**src/rtl/mips_exc_pkg.sv**
```systemverilog
// Shared types and constants for the exception entry/exit sequencer.
package mips_exc_pkg;

  typedef enum logic [2:0] {
    IDLE   = 3'd0,
    SAVE   = 3'd1,
    VECTOR = 3'd2,
    RET    = 3'd3,
    DRAIN  = 3'd4
  } exc_state_e;

  localparam logic [4:0] SEL_SR    = 5'd12;
  localparam logic [4:0] SEL_CAUSE = 5'd13;
  localparam logic [4:0] SEL_EPC   = 5'd14;
  localparam logic [4:0] SEL_PRID  = 5'd15;

  localparam logic [31:0] HANDLER_DEFAULT = 32'h0000_4180;

endpackage

```
**src/rtl/exc_seq.sv**
```systemverilog
// Exception entry/exit sequencer: saves EPC/sets EXL on interrupt, clears EXL on ERET,
// redirects fetch and stalls while draining. EXC_COUNT_EN adds a taken-interrupt counter.
module exc_seq
  import mips_exc_pkg::*;
#(
  parameter logic [31:0] HANDLER_ADDR = HANDLER_DEFAULT,
  parameter int unsigned FLUSH_CYCLES = 2
) (
  input  logic        clk,
  input  logic        rst,
  input  logic        instr_done,
  input  logic        int_req,
  input  logic        is_eret,
  input  logic [29:0] pc_next,
  input  logic [29:0] epc,
  output logic        seq_own,
  output logic        cp0_wen,
  output logic [4:0]  cp0_sel,
  output logic        exl_set,
  output logic        exl_clr,
  output logic        epc_wr,
  output logic [29:0] epc_val,
  output logic        redirect,
  output logic [29:0] redirect_pc,
  output logic        stall,
  output logic [31:0] int_count
);

  localparam int unsigned CNT_W = (FLUSH_CYCLES > 0) ? $clog2(FLUSH_CYCLES + 1) : 1;
  localparam logic [CNT_W-1:0] CNT_LOAD = CNT_W'(FLUSH_CYCLES);

  exc_state_e       state_q, state_d;
  logic [CNT_W-1:0] cnt_q, cnt_d;
  logic [29:0]      epc_val_q, epc_val_d;

  // State, drain counter and captured return PC.
  always_ff @(posedge clk or posedge rst) begin
    if (rst) begin
      state_q   <= IDLE;
      cnt_q     <= '0;
      epc_val_q <= '0;
    end else begin
      state_q   <= state_d;
      cnt_q     <= cnt_d;
      epc_val_q <= epc_val_d;
    end
  end

  // Next-state logic; ERET takes priority over a pending interrupt at the same boundary.
  always_comb begin
    state_d   = state_q;
    cnt_d     = cnt_q;
    epc_val_d = epc_val_q;
    unique case (state_q)
      IDLE: begin
        if (instr_done) begin
          if (is_eret) begin
            state_d = RET;
          end else if (int_req) begin
            state_d   = SAVE;
            epc_val_d = pc_next;
          end
        end
      end
      SAVE: state_d = VECTOR;
      VECTOR, RET: begin
        if (FLUSH_CYCLES > 0) begin
          cnt_d   = CNT_LOAD;
          state_d = DRAIN;
        end else begin
          state_d = IDLE;
        end
      end
      DRAIN: begin
        cnt_d = cnt_q - CNT_W'(1);
        if (cnt_q == CNT_W'(1)) state_d = IDLE;
      end
      default: state_d = IDLE;
    endcase
  end

  // Moore outputs decoded from the state register.
  assign seq_own     = (state_q == SAVE) || (state_q == RET);
  assign cp0_wen     = seq_own;
  assign cp0_sel     = seq_own ? SEL_EPC : 5'd0;
  assign exl_set     = (state_q == SAVE);
  assign epc_wr      = (state_q == SAVE);
  assign exl_clr     = (state_q == RET);
  assign redirect    = (state_q == VECTOR) || (state_q == RET);
  assign redirect_pc = (state_q == VECTOR) ? HANDLER_ADDR[31:2] :
                       (state_q == RET)    ? epc : 30'd0;
  assign stall       = (state_q != IDLE);
  assign epc_val     = epc_val_q;

`ifdef EXC_COUNT_EN
  logic [31:0] int_cnt_q, int_cnt_d;

  always_comb begin
    int_cnt_d = int_cnt_q;
    if ((state_q == IDLE) && (state_d == SAVE)) int_cnt_d = int_cnt_q + 32'd1;
  end

  always_ff @(posedge clk or posedge rst) begin
    if (rst) int_cnt_q <= '0;
    else     int_cnt_q <= int_cnt_d;
  end

  assign int_count = int_cnt_q;
`else
  assign int_count = 32'b0;
`endif

endmodule

```
**config.mk**
```make
export PLATFORM = sky130hd
export DESIGN_NAME = exc_seq
export DESIGN_NICKNAME = d
export VERILOG_FILES = /design/src/rtl/mips_exc_pkg.sv /design/src/rtl/exc_seq.sv
export SDC_FILE = /design/constraint.sdc
export NUM_CORES = 1
export LEC_CHECK = 0
export BUFFER_PORTS_ARGS = -buffer_cell sky130_fd_sc_hd__buf_2
export CAP_MARGIN = 30
export CORE_UTILIZATION = 35
export CTS_CLUSTER_DIAMETER = 30
export DETAILED_ROUTE_END_ITERATION = 10
export PLACE_DENSITY = 0.79
export SLEW_MARGIN = 10
export SYNTH_ARGS = -nofsm -noshare
export SYNTH_HDL_FRONTEND = slang
export SYNTH_SLANG_ARGS = --single-unit
```
**constraint.sdc**
```tcl
create_clock -name clk -period 1.53 [get_ports clk]
set_clock_uncertainty 0.1 [all_clocks]
set_input_delay 0.153 -clock clk [delete_from_list [all_inputs] [get_ports clk]]
set_output_delay 0.153 -clock clk [all_outputs]
set_load 0.02 [all_outputs]
```
Word-level counts from Yosys, hierarchy flattened
Cells that the tools add are included.
{"block": "totals", "output_inout_bits": 104, "ff_bits": 35, "wordCells": 30, "inputBits": 65}
{"block": "classes", "n_reduce_logical": 8, "add_sub_neg": 1, "bitwise": 1, "n_mux": 9, "eq_ne": 8}
{"operator": "$mux W30", "n": 2}
{"operator": "$mux W3", "n": 4}
{"operator": "$pmux W3 S4", "n": 1}
{"operator": "$eq A3 B2 Y1 const B", "n": 2}
{"operator": "$mux W4", "n": 1}
{"operator": "$ne A2 B2 Y1 const B", "n": 2}
{"operator": "$pmux W2 S2", "n": 1}
{"operator": "$reduce_and A4 Y1", "n": 1}
{"operator": "$eq A3 B1 Y1 const B", "n": 1}
{"operator": "$eq A3 B3 Y1 const B", "n": 1}
{"operator": "$logic_not A3 Y1", "n": 1}
{"operator": "$ne A3 B3 Y1 const B", "n": 1}
{"operator": "$reduce_and A3 Y1", "n": 1}
{"operator": "$reduce_bool A3 Y1", "n": 1}
{"operator": "$eq A2 B1 Y1 const B", "n": 1}
{"operator": "$logic_or A1 B1 Y1", "n": 2}
{"operator": "$reduce_bool A2 Y1", "n": 1}
{"operator": "$reduce_or A2 Y1", "n": 1}
{"operator": "$sub A2 B1 Y2 const B", "n": 1}
{"operator": "$not A1 Y1", "n": 1}

Logic depth before layout (Yosys ltp)
Gate-level depths: netlist of run 1.
{"block": "depth", "ltp_word": 4, "ltp_mapped": 5, "mapped_depth_nobuf": 5}

Worst setup path after synthesis of run 1
No wires, ideal clock.
{"block": "synth_path", "path_kind": "reg-to-output", "from": "reg state_q[2]", "to": "out redirect_pc[20]", "setup_slack_ns": -0.074, "t_arrival_ns": 1.351, "n_path_buf": 2, "stages_incl_launch_ff": 6, "t_required_ns": 1.277, "path_cell_list": "dfrtp_1 > buf_6 > nand2b_1 > nor2_2 > buf_2 > and2_1"}
{"block": "synth_via", "elab_chain_cells": 3, "word_cells_on_any_way": 4, "cone_classes": "eq/ne (2); mux (2)"}
{"item": "start: declaration", "line": "exc_seq.sv:32", "source": "exc_state_e state_q, state_d;"}
{"item": "start signal: assignment", "line": "exc_seq.sv:43", "source": "state_q <= state_d;"}
{"item": "$eq A3 B2 Y1"}
{"item": "via exl_clr", "line": "exc_seq.sv:20", "source": "output logic exl_clr,"}
{"item": "$mux W30", "line": "exc_seq.sv:91", "source": "(state_q == RET) ? epc : 30'd0;"}
{"item": "$mux W30", "line": "exc_seq.sv:90", "source": "assign redirect_pc = (state_q == VECTOR) ? HANDLER_ADDR[31:2] :"}
{"item": "end: declaration", "line": "exc_seq.sv:24", "source": "output logic [29:0] redirect_pc,"}
The timed path passes the listed nets, and every way through them passes these cells.

Worst setup path in the final report of run 1
{"block": "layout_path", "from": "reg state_q[0]", "to": "out redirect_pc[21]"}
{"block": "layout_via", "elab_chain_cells": 3, "word_cells_on_any_way": 4, "cone_classes": "eq/ne (2); mux (2)"}
{"item": "$eq A3 B2 Y1", "line": "exc_seq.sv:91"}
{"item": "$mux W30", "line": "exc_seq.sv:91"}
{"item": "$mux W30 (*)", "line": "exc_seq.sv:90"}
Mark *: on every way between the ends. The rest lies on a longest branch, timed or not.

==> summary.md, run 1 <==
For this run, the leading register cell type out of synthesis is sky130_fd_sc_hd__dfrtp_1. The run gives 5 as the number of buffers created by CTS. Using the TritonRoute via totals, the vias-per-cell ratio works out to 4.32. The initial antenna violation count was 0. The share of layout cells above drive strength 1 came out at 0.652. The commonest cells after synthesis are sky130_fd_sc_hd__buf_4, sky130_fd_sc_hd__dfrtp_1, sky130_fd_sc_hd__mux2_4. HPWL after detailed placement: 3930 um. The number of pins exceeding their max-slew limit in the final report came out at 0.

Together, buffers and inverters on the worst path number 4. The net count of the finished layout is 413. The checks that failed: negative setup slack. The die area was 6150 um2. The worst setup slack after placement was -0.00333 ns. Required time reported for the critical path endpoint: 1.28 ns. In the post-synthesis netlist, the cell with the most instances is sky130_fd_sc_hd__buf_4. After filler insertion, the fill cell instance count of the layout stands at 421. The run finished, with violations left. The tools report the highest attainable clock frequency as 586 MHz.

The power density over cell area came out at 1540 nW/um2. Setup repair after global routing could not meet its margin everywhere. The Yosys step of the flow raised 0 warnings. The post-route fraction of the period consumed by the critical path is 1.12. In this run the standard cell core region covers 5570 um2.

TritonCTS built the clock tree. The tools report the element type at the critical path end as an output pin. Traced cell by cell, the critical path runs through buf_6, inv_4, nor2_4, clkbuf_16, and2_2, buf_6.

The run gives 35 as the total number of clock tree sinks. For this design the top-level I/O count stands at 169. In this run the remaining antenna-violating nets after routing total 0. The layout-stage area growth over the synthesis result is 72.7%. For the number of hold violations in the final report, the log shows 0. The slowest stage of the critical path belongs to the cell sky130_fd_sc_hd__dfrtp_1. The fraction of synthesized cell area taken by the top area cell type works out to 0.428. The tree is rooted in a sky130_fd_sc_hd__clkbuf_8. Synthesis inferred 35 register bits.

For the global-route usage over all layers, the log shows 0.192. The global placer's final weighted congestion was 0.749; the horizontal extent of the die was 78.4 um. The worst hold-check path type is input pin to flip-flop. The average cell area after synthesis is 12.2 um2, and the worst stage delay on the critical path is 0.38 ns.

The initial DRC count came out at 15. The number of port buffers came out at 134. After synthesis, the netlist uses 25 different library cells. Across the VDD grid, the largest voltage drop is 0.988 mV.

Critical path class: flip-flop to output pin. Data arrives at the worst endpoint at 1.45 ns. The number of enable-type register cells in the synthesized netlist was 0. The largest area contributor in the synthesized netlist is sky130_fd_sc_hd__dfrtp_1. The clock latency of the later-clocked register in the worst-skew pair was 0.29 ns.

Clock-pin slew on the worst setup and hold paths: 0.07 ns. Dividing the detail-routed wire length by the instance count gives 14.2 um. The tools report the max-capacitance violation count as 0. Counting stages on the worst path, the most repeated cell is sky130_fd_sc_hd__buf_6. Among cell families on the critical path, the largest total delay comes from buffers and inverters. The smallest clock period supported by the final layout is computed as 1.71 ns. The static leakage was 1.96 nW; the final routed DRC violation total was 0. Worst-path maximum fanout: 7. Slack of the critical path: -0.176 ns.

Fraction of synthesis flops using an asynchronous set or reset pin: 1.00. The H-tree generated during clock tree synthesis spans 2 levels. Overflow left after global routing: 0. In the post-synthesis netlist, the biggest area contributors are sky130_fd_sc_hd__dfrtp_1, sky130_fd_sc_hd__mux2_4, sky130_fd_sc_hd__buf_4.

The part of the Yosys area used for sequential elements came out at 0.428. The first TritonRoute pass finished after 4 iterations. Setup violations remaining at the end of the flow were counted as 70. The run gives 1766 as the via count of the first global-routing pass. The run gives 2 as the largest buffer count on any clock path.

In this run the cell area of the synthesized design comes to 2040 um2. STA classifies the critical path startpoint as a flip-flop. Across the whole layout, storage elements account for 876 um2.

The finished layout holds 420 standard cells, fillers aside. The tools report the area taken by multi-input logic gates as 1000 um2. The routed via count was 1813; the maximum number of pins on one net before global-route repair was 36.

For the number of instances in the synthesized netlist, the log shows 167. Once placement completed, the tool counted placed cells totaling 373. Site row count: 27. The minimum setup slack among reg-to-reg paths is -0.10 ns, and the total length of routed wires is 5970 um. The starting density of the core is 0.367, and the die extent in y is 78.4 um. The count of antenna diodes in the layout came out at 0. The first global-routing pass estimated 8850 um of wire.
==> worst reg2reg max path, stage by stage, from the launching register on <==
cell	delay, ns
sky130_fd_sc_hd__dfrtp_1	0.40
sky130_fd_sc_hd__buf_6	0.12
sky130_fd_sc_hd__nor3_4	0.22
sky130_fd_sc_hd__nand4b_4	0.15
sky130_fd_sc_hd__buf_12	0.20
sky130_fd_sc_hd__mux2_4	0.32
==> sequential cells by signal, summed over array words and instances, names as in the netlist <==
signal,flops
epc_val,30
state_q,3
cnt_q,2
==> final timing paths <==
check | startpoint | endpoint | depth (start not counted)
worst max-delay path | state_q[0] | redirect_pc[21] | 6
worst min-delay path | pc_next[12] | epc_val[12] | 2
worst max register to register | state_q[0] | epc_val[12] | 5
worst min register to register | epc_val[5] | epc_val[5] | 1
max in group asynchronous | rst | epc_val[12] | 4
min in group asynchronous | rst | epc_val[8] | 4
==> metrics by stage <==
step | total power [W] | hold WS, ns | area, um2 | utilization | setup TNS [ns]
floorplan | 0.00352 | 0.196 | 2200 | - | -0.0266
global placement | 0.00424 | 0.165 | 2730 | 0.489 | 0
detailed placement | 0.00429 | 0.173 | 2730 | 0.489 | -0.0108
CTS | 0.00534 | 0.0176 | 3420 | 0.613 | -8.12
global route | 0.00574 | 0.0194 | 3530 | 0.633 | -11.35
finish | 0.00544 | 0.0317 | 3530 | 0.633 | -6.57
==> cell type report <==
type                            instances  share of cell area
Inverter                                6             0.00780
Timing Repair Buffer                  185               0.408
Multi-Input combinational cell        114               0.284
Tap cell                               72              0.0255
Clock inverter                          3             0.00673
Clock buffer                            5              0.0195
Sequential cell                        35               0.248
==> kinds of logic after synthesis <==
kind of cell | after synthesis | synth area share
other cells | 1 | 0.00183
simple gates | 39 | 0.127
mux | 31 | 0.225
compound gates | 9 | 0.0306
fa+ha+maj | 1 | 0.00612
flops | 35 | 0.428
buf+inv | 51 | 0.181
==> layer usage <==
layer | wire [um] | global-route usage | share of wire
met5 | 0 | 0 | 0
met4 | 158 | 0.0815 | 0.026
met3 | 528 | 0.0593 | 0.089
met2 | 3010 | 0.342 | 0.50
met1 | 2270 | 0.210 | 0.38
==> layout by cell type (no fill, tap or decap), drive strengths merged, types with 2 or more instances in the layout <==
master	instances
clkinvlp	2
nor2	5
clkbuf	6
dfrtp	35
inv	7
nor3	3
conb	34
o21a	3
and2	27
buf	154
dlygate4sd3	30
mux2	30
a21oi	2
==> where the power goes <==
group / switching, W / internal (W) / leakage [nW] / total [W]
clock network: 0.000358 / 0.000325 / 0.0408 / 0.000683
registers: 0.000272 / 0.00138 / 0.423 / 0.00165
logic: 0.00152 / 0.00159 / 1.49 / 0.00311
==> timing repair <==
action / in CTS / in global routing
endpoints found under the setup margin: 49 / 70
hold buffers: 30 / 0
pin swaps: 4 / 11
resized for setup: 79 / 32
cloned: 1 / 1
hold endpoints to repair: 64 / 0
buffers inserted: 4 / 5
(Power assumes the default switching activity.)
==> inputs of run 2 (changes only) <==
- BUFFER_PORTS_ARGS: -buffer_cell sky130_fd_sc_hd__buf_2 -> -buffer_cell sky130_fd_sc_hd__clkbuf_2
- clock period: 1.53 -> 1.46 ns (I/O delays scaled with it)
==> run 2 against run 1 <==
  * Die area unchanged
  * Core utilization up 1.1 points
  * Highest routed layer unchanged
  * First-iteration DRC count is the same
  * Sequential share of layout area shrank 0.32 points
  * Critical path depth decreased by 1
  * Cell count stayed put
  * Worst setup slack lost 0.083 ns
  * Flip-flop and latch count is the same
  * Worst hold slack lost 0.027 ns
  * The flow still finishes with violations (negative setup slack)
  * Non-clock buffer count decreased by 1
==> summary.md, run 2 (synthesis gave the netlist of run 1 again) <==
Across the VDD grid, the largest voltage drop is 1.12 mV. The initial antenna violation count came out at 0. CTS placed an instance of sky130_fd_sc_hd__clkbuf_8 at the clock tree root.

The worst hold-check path type is input pin to flip-flop. The number of buffers and inverters on the critical path is 3. The largest buffer count on any clock path was 2. The worst setup path is of the flip-flop to output pin kind. The worst-path maximum fanout was 7.

Setup repair after global routing could not meet its margin everywhere. The run gives 0.306 as the part of the power in registers. Post-route fraction of the period consumed by the critical path: 1.18. The number of hold violations in the final report is 0, and the final core utilization is 0.644. The routed design could run at a clock period as short as 1.72 ns.

Traced cell by cell, the critical path runs through buf_6, clkinvlp_4, nor2_4, and2_4, buf_6. After floorplanning, the core was divided into 27 placement rows. The most repeated library cell on the critical path was sky130_fd_sc_hd__buf_6.

Max-cap violations in this run came to 0. Switching power summed over all nets: 0.00228 W. The global-route usage over all layers came out at 0.193. For the first-pass GRT wire length, the log shows 8910 um. The logs give 0.221 for the met1 layer usage reported by global route and -14.71 ns for the total negative setup slack.

From left edge to right edge, the die measures 78.4 um. The first TritonRoute pass finished after 4 iterations. TritonCTS created 5 clock buffers. The share of layout cells above drive strength 1 was 0.678. Routability-driven placement finished with a final weighted congestion of 0.730. Layout-stage area growth over the synthesis result: 75.7%. Total length of routed wires: 5920 um.

Grouping stages by cell kind, the critical path spends the most delay in simple AND/OR/NAND/NOR gates. After global routing the overflow that remains totals 0. For this block, the via count after detailed routing is 1810. Entering global routing, the biggest net connects 36 pins.

The worst hold path startpoint was pc_next[13]. CTS built an H-tree with a depth of 2. Excluding fillers, the count of instances in the completed layout stands at 420.

Hold is met by 0.00458 ns. The top cell types in the final layout, fill and taps aside, are sky130_fd_sc_hd__clkbuf_2, sky130_fd_sc_hd__conb_1, sky130_fd_sc_hd__dfrtp_1. The run gives 1.21 ns as the required time reported for the critical path endpoint. The via density per instance is 4.31. The met3 track demand over resource was 0.0570; the clock share of power was 0.120. The run gives 0 as the count of antenna-violating nets left after detailed routing. The die covers 6150 um2. In this run the most used layer during global routing was met2.

After the first detailed-routing iteration, the DRC count stood at 15. The checks that failed: negative setup slack. Port buffering added 134 buffers. STA classifies the critical path startpoint as a flip-flop. For this design the top-level I/O count stands at 169.

At the end of the flow, the number of nets in the layout was 414. The flip-flop count of the largest register after layout works out to 30. The via count of the first global-routing pass is 1759, and the power consumption is 0.00579 W. Setup violations remaining at the end of the flow were counted as 70. After clock tree synthesis, the clock-pin slew on the worst setup and hold paths is 0.07 ns.

The tools report the highest attainable clock frequency as 582 MHz. The switching part of the total power was 0.394; the count of antenna diodes in the layout was 0. Cell internal power was estimated by the tool at 0.00351 W.

The worst register-to-register path begins at state_q[2]. The power density over cell area was 1610 nW/um2; the relative contribution of combinational cells to total power was 0.574. For the static leakage, the log shows 1.99 nW. Counting every sink on the clock net gives 35.

The flow ran to the end, but the final reports show violations. TritonCTS built the clock tree. The worst stage delay on the critical path came out at 0.36 ns. The most critical setup path has its startpoint at state_q[0]. The HPWL after detailed placement is 3350 um. The met2 track demand over resource in global routing is 0.333. The number of pins exceeding their max-slew limit in the final report is 0, and the die extent in y is 78.4 um.

The tools report the starting density of the core as 0.367. Cell with the largest stage delay on the worst path: sky130_fd_sc_hd__dfrtp_2. The average routed wire per standard cell works out to 14.1 um. The tools report the final routed DRC violation total as 0. The tools report the core outline area as 5570 um2. The most common cell after layout, fill and taps aside is sky130_fd_sc_hd__clkbuf_2. The worst setup path is captured at an output pin.

The data arrival time of the worst path was 1.47 ns; the number of placed instances with taps included was 373. The run gives 0.27 ns as the clock latency of the later-clocked register in the worst-skew pair. For the slack of the critical path, the log shows -0.259 ns.
==> run 2: changes by cell type in the layout (fill, tap and decap cells not counted), moves of 3 or more <==
cell                            previous run  this run
sky130_fd_sc_hd__buf_2                    95         0
sky130_fd_sc_hd__dfrtp_1                  35        32
sky130_fd_sc_hd__and2_4                   15        23
sky130_fd_sc_hd__clkbuf_2                  0        97
sky130_fd_sc_hd__clkbuf_4                  0        10
sky130_fd_sc_hd__dfrtp_2                   0         3
sky130_fd_sc_hd__dlygate4sd3_1            30        27
sky130_fd_sc_hd__and2_2                    9         3
sky130_fd_sc_hd__buf_8                     1        26
sky130_fd_sc_hd__buf_6                    44        12
==> run 2: what timing repair did <==
action,in CTS,in global routing
gates resized for setup,94,39
setup buffers,7,4
pin swaps,17,17
setup endpoints to repair,71,71
hold buffers,25,2
cloned,2,0
endpoints found under the hold margin,59,2
==> run 2: area by class of cell <==
cell class / instances / area, um2
clock buffers: 6 / 82.6
fillers: 401 / 1980
well taps: 72 / 90.1
clock inverters: 1 / 5.00
multi-input cells: 116 / 1040
flip-flops and latches: 35 / 880
inverters: 6 / 31.3
repair buffers: 184 / 1470
==> run 2: worst paths after layout <==
path                       cells after the start               to  slack (ns)
max                                            5  redirect_pc[23]       -0.26
min                                            2      epc_val[13]       0.005
max reg2reg                                    5      epc_val[27]       -0.22
min reg2reg                                    1      epc_val[26]        0.41
max in group asynchronous                      4       state_q[2]        0.48
min in group asynchronous                      4      epc_val[28]        0.46
==> run 2: power groups by stage <==
stage	registers (W)	clock network, W	logic [W]
3_3_place_gp	0.00175	0	0.00269
3_5_place_dp	0.00175	0	0.00274
4_1_cts	0.00176	0.000714	0.00314
6_report	0.00177	0.000694	0.00332
2_1_floorplan	0.00225	0	0.00145
5_1_grt	0.00183	0.000766	0.00352
==> run 2: worst reg2reg max path, stage by stage (launching register included) <==
cell                       delay (ns)
sky130_fd_sc_hd__dfrtp_2         0.41
sky130_fd_sc_hd__buf_6           0.12
sky130_fd_sc_hd__nor3_4          0.23
sky130_fd_sc_hd__nand4b_4        0.17
sky130_fd_sc_hd__buf_12          0.21
sky130_fd_sc_hd__mux2_4          0.33
==> run 2: metal layers <==
layer  routed length (um)  up-vias
met1                 2220      846
li1                     -      832
met5                    0        -
met4                  146        0
met2                 3050      119
met3                  507       13
==> run 2: metrics by stage <==
step                instance area, um2  worst slack [ns]
floorplan                         2210           -0.0437
global placement                  2720            -0.122
detailed placement                2720            -0.183
CTS                               3480            -0.269
global route                      3590            -0.335
finish                            3590            -0.259
